$ cat src/rtl/icache_refill_ctrl_if.sv
// Interface for the icache refill controller. It carries the miss handshake, the memory burst port,
// the data RAM write port and the tag write port.
interface icache_refill_ctrl_if #(
    parameter int ADDR_WIDTH  = 32,
    parameter int DATA_WIDTH  = 32,
    parameter int LINE_WORDS  = 8,
    parameter int INDEX_WIDTH = 6
);
    localparam int WORD_BITS   = $clog2(LINE_WORDS);
    localparam int OFFSET_BITS = $clog2(LINE_WORDS * DATA_WIDTH / 8);
    localparam int TAG_WIDTH   = ADDR_WIDTH - INDEX_WIDTH - OFFSET_BITS;

    logic                             miss_valid;
    logic [ADDR_WIDTH-1:0]            miss_addr;
    logic                             miss_ready;
    logic                             flush;
    logic                             mem_req_valid;
    logic [ADDR_WIDTH-1:0]            mem_req_addr;
    logic                             mem_req_ready;
    logic                             mem_resp_valid;
    logic [DATA_WIDTH-1:0]            mem_resp_data;
    logic                             ram_we;
    logic [INDEX_WIDTH+WORD_BITS-1:0] ram_waddr;
    logic [DATA_WIDTH-1:0]            ram_wdata;
    logic                             tag_we;
    logic [INDEX_WIDTH-1:0]           tag_index;
    logic [TAG_WIDTH-1:0]             tag_value;
    logic                             refill_done;
    logic                             refill_busy;

    // The controller side.
    modport slave (
        input  miss_valid, miss_addr, flush, mem_req_ready, mem_resp_valid, mem_resp_data,
        output miss_ready, mem_req_valid, mem_req_addr, ram_we, ram_waddr, ram_wdata,
               tag_we, tag_index, tag_value, refill_done, refill_busy
    );

    // The environment side: the core, the memory and the cache arrays.
    modport master (
        output miss_valid, miss_addr, flush, mem_req_ready, mem_resp_valid, mem_resp_data,
        input  miss_ready, mem_req_valid, mem_req_addr, ram_we, ram_waddr, ram_wdata,
               tag_we, tag_index, tag_value, refill_done, refill_busy
    );
endinterface

$ cat src/rtl/icache_refill_ctrl.sv
// Instruction-cache line refill sequencer. It takes one miss, issues one line burst read, writes the
// returned beats into the data RAM and then writes the tag. A flush turns the refill into a silent drain.
module icache_refill_ctrl #(
    parameter int ADDR_WIDTH  = 32,
    parameter int DATA_WIDTH  = 32,
    parameter int LINE_WORDS  = 8,
    parameter int INDEX_WIDTH = 6
) (
    input  logic                  clock,
    input  logic                  reset,
    icache_refill_ctrl_if.slave   bus
);
    localparam int WORD_BITS   = $clog2(LINE_WORDS);
    localparam int OFFSET_BITS = $clog2(LINE_WORDS * DATA_WIDTH / 8);
    localparam int TAG_WIDTH   = ADDR_WIDTH - INDEX_WIDTH - OFFSET_BITS;

    localparam logic [ADDR_WIDTH-1:0] OFFSET_MASK = ADDR_WIDTH'((1 << OFFSET_BITS) - 1);
    localparam logic [WORD_BITS-1:0]  LAST_BEAT   = WORD_BITS'(LINE_WORDS - 1);

    typedef enum logic [1:0] {
        IDLE = 2'd0,
        REQ  = 2'd1,
        FILL = 2'd2,
        DONE = 2'd3
    } state_e;

    state_e                state_q, state_d;
    logic [ADDR_WIDTH-1:0] line_addr_q, line_addr_d;
    logic [WORD_BITS-1:0]  beat_cnt_q, beat_cnt_d;
    logic                  aborted_q, aborted_d;

    always_ff @(posedge clock) begin
        if (reset) begin
            state_q     <= IDLE;
            line_addr_q <= '0;
            beat_cnt_q  <= '0;
            aborted_q   <= 1'b0;
        end else begin
            state_q     <= state_d;
            line_addr_q <= line_addr_d;
            beat_cnt_q  <= beat_cnt_d;
            aborted_q   <= aborted_d;
        end
    end

    always_comb begin
        state_d           = state_q;
        line_addr_d       = line_addr_q;
        beat_cnt_d        = beat_cnt_q;
        aborted_d         = aborted_q;
        bus.miss_ready    = 1'b0;
        bus.mem_req_valid = 1'b0;
        bus.ram_we        = 1'b0;
        bus.tag_we        = 1'b0;
        bus.refill_done   = 1'b0;

        unique case (state_q)
            IDLE: begin
                bus.miss_ready = ~bus.flush;
                beat_cnt_d     = '0;
                if (bus.miss_valid && !bus.flush) begin
                    line_addr_d = bus.miss_addr & ~OFFSET_MASK;
                    state_d     = REQ;
                end
            end
            REQ: begin
                // A flush here cannot withdraw the request; it only marks the burst for draining.
                bus.mem_req_valid = 1'b1;
                if (bus.flush) begin
                    aborted_d = 1'b1;
                end
                if (bus.mem_req_ready) begin
                    beat_cnt_d = '0;
                    state_d    = FILL;
                end
            end
            FILL: begin
                if (bus.flush) begin
                    aborted_d = 1'b1;
                end
                if (bus.mem_resp_valid) begin
                    bus.ram_we = ~(aborted_q | bus.flush);
                    beat_cnt_d = beat_cnt_q + 1'b1;
                    if (beat_cnt_q == LAST_BEAT) begin
                        if (aborted_q || bus.flush) begin
                            aborted_d = 1'b0;
                            state_d   = IDLE;
                        end else begin
                            state_d   = DONE;
                        end
                    end
                end
            end
            DONE: begin
                bus.tag_we      = ~bus.flush;
                bus.refill_done = ~bus.flush;
                state_d         = IDLE;
            end
            default: begin
                state_d = IDLE;
            end
        endcase
    end

    always_comb begin
        bus.mem_req_addr = line_addr_q;
        bus.ram_waddr    = {line_addr_q[OFFSET_BITS +: INDEX_WIDTH], beat_cnt_q};
        bus.ram_wdata    = bus.mem_resp_data;
        bus.tag_index    = line_addr_q[OFFSET_BITS +: INDEX_WIDTH];
        bus.tag_value    = line_addr_q[ADDR_WIDTH-1 -: TAG_WIDTH];
        bus.refill_busy  = (state_q != IDLE);
    end
endmodule
$ cat src/flat_wrapper.sv
// flat-port wrapper written by rule: the top's interface ports become plain ports
module icache_refill_ctrl_flat 
#(
    parameter int ADDR_WIDTH  = 32,
    parameter int DATA_WIDTH  = 32,
    parameter int LINE_WORDS  = 8,
    parameter int INDEX_WIDTH = 6
)
  (clock, reset, bus_miss_valid, bus_miss_addr, bus_flush, bus_mem_req_ready, bus_mem_resp_valid, bus_mem_resp_data, bus_miss_ready, bus_mem_req_valid, bus_mem_req_addr, bus_ram_we, bus_ram_waddr, bus_ram_wdata, bus_tag_we, bus_tag_index, bus_tag_value, bus_refill_done, bus_refill_busy);
  icache_refill_ctrl_if #(.ADDR_WIDTH(ADDR_WIDTH), .DATA_WIDTH(DATA_WIDTH), .LINE_WORDS(LINE_WORDS), .INDEX_WIDTH(INDEX_WIDTH)) bus_i ();
  input  logic clock;
  input  logic reset;
  input wire logic [$bits(bus_i.miss_valid)-1:0] bus_miss_valid;
  input wire logic [$bits(bus_i.miss_addr)-1:0] bus_miss_addr;
  input wire logic [$bits(bus_i.flush)-1:0] bus_flush;
  input wire logic [$bits(bus_i.mem_req_ready)-1:0] bus_mem_req_ready;
  input wire logic [$bits(bus_i.mem_resp_valid)-1:0] bus_mem_resp_valid;
  input wire logic [$bits(bus_i.mem_resp_data)-1:0] bus_mem_resp_data;
  output wire logic [$bits(bus_i.miss_ready)-1:0] bus_miss_ready;
  output wire logic [$bits(bus_i.mem_req_valid)-1:0] bus_mem_req_valid;
  output wire logic [$bits(bus_i.mem_req_addr)-1:0] bus_mem_req_addr;
  output wire logic [$bits(bus_i.ram_we)-1:0] bus_ram_we;
  output wire logic [$bits(bus_i.ram_waddr)-1:0] bus_ram_waddr;
  output wire logic [$bits(bus_i.ram_wdata)-1:0] bus_ram_wdata;
  output wire logic [$bits(bus_i.tag_we)-1:0] bus_tag_we;
  output wire logic [$bits(bus_i.tag_index)-1:0] bus_tag_index;
  output wire logic [$bits(bus_i.tag_value)-1:0] bus_tag_value;
  output wire logic [$bits(bus_i.refill_done)-1:0] bus_refill_done;
  output wire logic [$bits(bus_i.refill_busy)-1:0] bus_refill_busy;
  assign bus_i.miss_valid = bus_miss_valid;
  assign bus_i.miss_addr = bus_miss_addr;
  assign bus_i.flush = bus_flush;
  assign bus_i.mem_req_ready = bus_mem_req_ready;
  assign bus_i.mem_resp_valid = bus_mem_resp_valid;
  assign bus_i.mem_resp_data = bus_mem_resp_data;
  assign bus_miss_ready = bus_i.miss_ready;
  assign bus_mem_req_valid = bus_i.mem_req_valid;
  assign bus_mem_req_addr = bus_i.mem_req_addr;
  assign bus_ram_we = bus_i.ram_we;
  assign bus_ram_waddr = bus_i.ram_waddr;
  assign bus_ram_wdata = bus_i.ram_wdata;
  assign bus_tag_we = bus_i.tag_we;
  assign bus_tag_index = bus_i.tag_index;
  assign bus_tag_value = bus_i.tag_value;
  assign bus_refill_done = bus_i.refill_done;
  assign bus_refill_busy = bus_i.refill_busy;
  icache_refill_ctrl #(.ADDR_WIDTH(ADDR_WIDTH), .DATA_WIDTH(DATA_WIDTH), .LINE_WORDS(LINE_WORDS), .INDEX_WIDTH(INDEX_WIDTH)) u_core (.clock(clock), .reset(reset), .bus(bus_i));
endmodule
$ cat config.mk
export PLATFORM = sky130hd
export DESIGN_NAME = icache_refill_ctrl_flat
export DESIGN_NICKNAME = d
export VERILOG_FILES = /design/src/rtl/icache_refill_ctrl_if.sv /design/src/rtl/icache_refill_ctrl.sv /design/src/flat_wrapper.sv
export SDC_FILE = /design/constraint.sdc
export NUM_CORES = 1
export LEC_CHECK = 0
export CAP_MARGIN = 20
export CORE_MARGIN = 2
export CORE_UTILIZATION = 35
export CTS_BUF_LIST = sky130_fd_sc_hd__clkbuf_16
export CTS_CLUSTER_DIAMETER = 120
export DETAILED_ROUTE_END_ITERATION = 12
export PLACE_DENSITY = 0.87
export SYNTH_ARGS = -nofsm -noshare
export SYNTH_HDL_FRONTEND = slang
export SYNTH_SLANG_ARGS = --single-unit
$ cat constraint.sdc
create_clock -name clock -period 3.7 [get_ports clock]
set_clock_uncertainty 0.15 [all_clocks]
set_input_delay 0.74 -clock clock [delete_from_list [all_inputs] [get_ports clock]]
set_output_delay 0.74 -clock clock [all_outputs]
set_load 0.01 [all_outputs]
# After elaboration in Yosys (flattened, before gate mapping)

Index checks and enable logic that the tools add are counted.

Flip-flop bits (word level): 33
Latch bits: 0
Bits in writable memories: 0
ROM bits: 0
Input bits: 70
Output and inout bits: 106
Word-level logic and storage cells: 45
Memories: 0

Add/subtract/negate cells: 1
Multiply operators: 0
Divide/modulo/power cells: 0
$lt $le $gt $ge: 0
Eq/ne operators: 8
Shift operators: 0
Muxes and demuxes: 19
Bitwise gates (word level): 3
Reduce and logical (&&, ||, !) cells: 10

Operators with widths:

| cell                  | count |
|---|---|
| $mux W2               | 5 |
| $mux W1               | 9 |
| $pmux W3 S3           | 1 |
| $pmux W2 S4           | 1 |
| $mux W3               | 2 |
| $eq A2 B2 Y1 const B  | 2 |
| $ne A2 B1 Y1 const B  | 2 |
| $ne A2 B2 Y1 const B  | 2 |
| $reduce_and A4 Y1     | 1 |
| $reduce_bool A2 Y1    | 2 |
| $add A3 B1 Y3 const B | 1 |
| $eq A3 B3 Y1 const B  | 1 |
| $reduce_and A3 Y1     | 1 |
| $reduce_bool A3 Y1    | 1 |
| $eq A2 B1 Y1 const B  | 1 |
| $logic_not A2 Y1      | 1 |
| $not A1 Y1            | 2 |
| $pmux W1 S2           | 1 |
| $reduce_and A2 Y1     | 1 |
| $logic_and A1 B1 Y1   | 1 |
| $logic_not A1 Y1      | 1 |
| $logic_or A1 B1 Y1    | 1 |
| $or A1 B1 Y1          | 1 |

# Depth between registers and ports, before layout

Word-level depth: 5
Gate-level depth with buffers: 8
Gate-level depth less buffers: 6

# Least setup slack after synthesis

Ideal clock, no wire load.

Kind: input-to-output
From: input bus_flush
To: output bus_ram_we
Arrival: 1.195 ns
Required time: 2.810 ns
Path slack: 1.615 ns
Cell stages on the path: 2
Buffers on the path: 0
Cells stage by stage: nor3b_1 -> and2_1

Longest elaborated chain between the ends: 4

Ends and longest elaborated chain:

| what         | RTL line                 | source |
|---|---|---|
| from (decl)  | flat_wrapper.sv:15       | `input wire logic [$bits(bus_i.flush)-1:0] bus_flush;` |
| $or A1 B1 Y1 | icache_refill_ctrl.sv:82 | `bus.ram_we = ~(aborted_q \| bus.flush);` |
| $not A1 Y1   | icache_refill_ctrl.sv:82 |  |
| $mux W1      | icache_refill_ctrl.sv:81 | `if (bus.mem_resp_valid) begin` |
| $mux W1      | icache_refill_ctrl.sv:57 | `unique case (state_q)` |
| to (decl)    | flat_wrapper.sv:22       | `output wire logic [$bits(bus_i.ram_we)-1:0] bus_ram_we;` |

Every way passes these cells.

# Worst setup path in the final report

Same ends and word-level chain as after synthesis.

==> impl_metrics.env <==
export IMPL_ir_drop_v=0.000217
export IMPL_post_route_util_pct=45.8
export IMPL_synth_xor_area_share_pct=0
export IMPL_antenna_found_initial=0
export IMPL_globalplace_congestion=0.826
export IMPL_post_route_min_period_ns=3.24
export IMPL_die_y_um=81.3
export IMPL_vias_per_cell=4.45
export IMPL_grt_first_pass_wirelength_mm=6.89
export IMPL_power_mw=1.27
export IMPL_run_status="finished clean"
export IMPL_cts_clk_slew_worst_paths_ns=0.05
export IMPL_p_leak_nw=0.983
export IMPL_fmax_mhz=308
export IMPL_final_cells=344
export IMPL_cpLargestDelayFamily="buffers and inverters"
export IMPL_drc=0
export IMPL_final_nets=347
export IMPL_crit_buf_inv=2
export IMPL_grt_pass1_vias=1461
export IMPL_cts_resized=0
export IMPL_dp_cells=337
export IMPL_cts_buffer_depth=2
export IMPL_layout_setup_ws_ns=0.456
export IMPL_cts_buffers_inserted=5
export IMPL_drt_total_wl_mm=4.48
export IMPL_dr_pass1_iters=4
export IMPL_worstHoldPathCells=2
export IMPL_drt_iter0_drc=54
export IMPL_tns_ns=0
export IMPL_ios=176
export IMPL_tritoncts="done"
export IMPL_crit_top_cell="clkdlybuf4s50_1"
export IMPL_slew_viol_final=0
export IMPL_max_slew_margin_rel_pct=42.4
export IMPL_synth_area_per_cell_sq_um=8.80
export IMPL_netlist_instances=238
export IMPL_grt_ovfl_total=0
export IMPL_cp_data_arrival_time_ns=2.35
export IMPL_rr_worst_depth=6
export IMPL_synth_top_family_by_area="buffers and inverters"
export IMPL_dp_hpwl_mm=3.28
export IMPL_ant_nets=0
export IMPL_h_tree_depth=2
export IMPL_synth_cell_types=28
export IMPL_start_kind="input pin"
export IMPL_critPathKind="input pin to primary output"
export IMPL_rows=28
export IMPL_synth_area_mux_share_pct=0.478
export IMPL_clock_sinks=33
export IMPL_port_buffers=101
export IMPL_initial_utilization_pct=35.8
export IMPL_critPathSlowestCell="clkdlybuf4s50_1"
export IMPL_final_common_cell="clkdlybuf4s50_1"
export IMPL_post_cts_buffers=0
export IMPL_rsz0062_at_grt="false"
export IMPL_synthAdderAreaFrac_pct=4.78
export IMPL_synth_seq_cells=33
export IMPL_r2r_slack_ns=1.80
export IMPL_antenna_cells=0
export IMPL_holdPathEnd="u_core.bus.mem_req_addr[27]"
export IMPL_cts_hold_buf=0
export IMPL_rr_startpoint="u_core.state_q[0]"
export IMPL_floorplan_die_width_um=81.3
export IMPL_worst_pin_slew_ns=0.863
export IMPL_min_path_type="flip-flop to flip-flop"
export IMPL_worstPathCellList="clkdlybuf4s50_1 -> nor3b_1 -> and2_1 -> clkdlybuf4s50_1"
export IMPL_setup_violations=0
export IMPL_num_vias=1532
export IMPL_min_from="u_core.bus.mem_req_addr[27]"
export IMPL_final_cell_mix="clkdlybuf4s50_1, nand2_1, dfxtp_1"
export IMPL_syn_area_sq_um=2090
export IMPL_synth_warnings=0
export IMPL_dp_slack_ns=0.454
export IMPL_drive_above_1_share_pct=16.7
export IMPL_cp_max_fo=5
export IMPL_cts_root_buf="clkbuf_16"
export IMPL_p_per_area_nw_per_um2=474
export IMPL_endpoint_kind="primary output"
export IMPL_wl_per_cell_um=13.0
export IMPL_ys_seq_area_share_pct=31.6
export IMPL_insertion_delay_ns=0.27
export IMPL_post_route_period_util_pct=87.7
export IMPL_globalRouteTotalUtil_pct=13.6
export IMPL_coreArea_sq_um=5850
export IMPL_synth_simple_area_share_pct=17.9
export IMPL_grt_max_degree=34
export IMPL_cp_data_required_time_ns=2.81
export IMPL_worstReg2RegEnd="u_core.bus.mem_req_addr[16]"
export IMPL_syn_to_final_growth_pct=28.1
export IMPL_synth_compound_area_share_pct=12.9
export IMPL_cap_viol_max_count=0
export IMPL_design_die_area_sq_um=6620
export IMPL_hold_viol=0
export IMPL_cpPeakStageDelay_ns=0.54
power by group:
group / leakage [nW] / total [mW] / internal (mW) / switching [mW]
combinational: 0.646 / 0.460 / 0.249 / 0.212
sequential: 0.269 / 0.439 / 0.401 / 0.0382
clock: 0.0685 / 0.373 / 0.240 / 0.133
total: 0.983 / 1.27 / 0.889 / 0.383
logic make-up after synthesis:
family,Yosys count
adders and majority gates,8
AOI/OAI and AO/OA,34
and+or+nand+nor,76
DFF,33
buffers and inverters,85
other,1
muxes,1
final cells by class:
class / count / area (sq um)
Inverter: 4 / 15.0
Timing Repair Buffer: 101 / 1010
Clock buffer: 5 / 125
Multi-Input combinational cell: 124 / 773
Tap cell: 75 / 93.8
Clock inverter: 2 / 7.51
Fill cell: 564 / 3170
Sequential cell: 33 / 661
how the worst max path moves through the flow:
stage,cells past startpoint,to,slack (ns),start
final,4,bus_ram_we,0.46,bus_flush
after global routing,4,bus_ram_we,0.30,bus_flush
after CTS,4,bus_ram_we,0.45,bus_flush
after detailed placement,4,bus_ram_we,0.45,bus_flush
after global placement,4,bus_ram_we,0.48,bus_flush
after floorplan,2,bus_ram_we,1.61,bus_flush
worst reg2reg max path, stage by stage, from the launching register on:
cell,delay (ns)
dfxtp_1,0.40
inv_1,0.12
ha_1,0.25
nor2b_4,0.15
nand2_2,0.42
nand2_1,0.18
a21oi_2,0.16
cells in the mapped netlist:
cell	count	share of area, %
o311a_2	1	0.54
a21oi_1	10	2.4
inv_1	4	0.72
ha_1	8	4.8
a21oi_2	20	8.4
buf_12	3	2.9
nand2_2	15	4.5
a41o_1	1	0.48
nand2_1	41	7.4
o2111ai_2	1	0.72
nor3b_1	1	0.36
and2_1	1	0.30
buf_2	2	0.48
clkbuf_8	3	2.0
buf_6	1	0.54
buf_4	71	25
nor2_1	3	0.54
dfxtp_1	33	32
o32ai_1	1	0.42
nor2b_4	1	0.66
conb_1	1	0.18
clkbuf_1	1	0.18
nor2b_1	3	0.90
nand3_1	4	0.96
and3b_1	1	0.42
and2_4	1	0.42
mux2i_1	1	0.48
nand2b_1	5	1.5
layer usage:
layer,global-route usage (%),part of all wire [%],up-vias
met5,0,0,-
met4,6.10,1.8,0
met2,23.0,49,80
met1,15.4,39,701
li1,-,-,739
met3,4.67,10,12
sequential cells by signal, indices dropped and copies added (netlist names):
register                 flops
u_core.bus.mem_req_addr     27
u_core.beat_cnt_q            3
u_core.state_q               2
u_core.aborted_q             1
stage by stage:
stage          area (sq um)  hold slack (ns)
3_5_place_dp           2550            0.318
5_1_grt                2680            0.353
2_1_floorplan          2110            0.303
6_report               2680            0.321
4_1_cts                2680            0.325
3_3_place_gp           2550            0.308
Note: power is estimated with default switching activity, not from simulation.
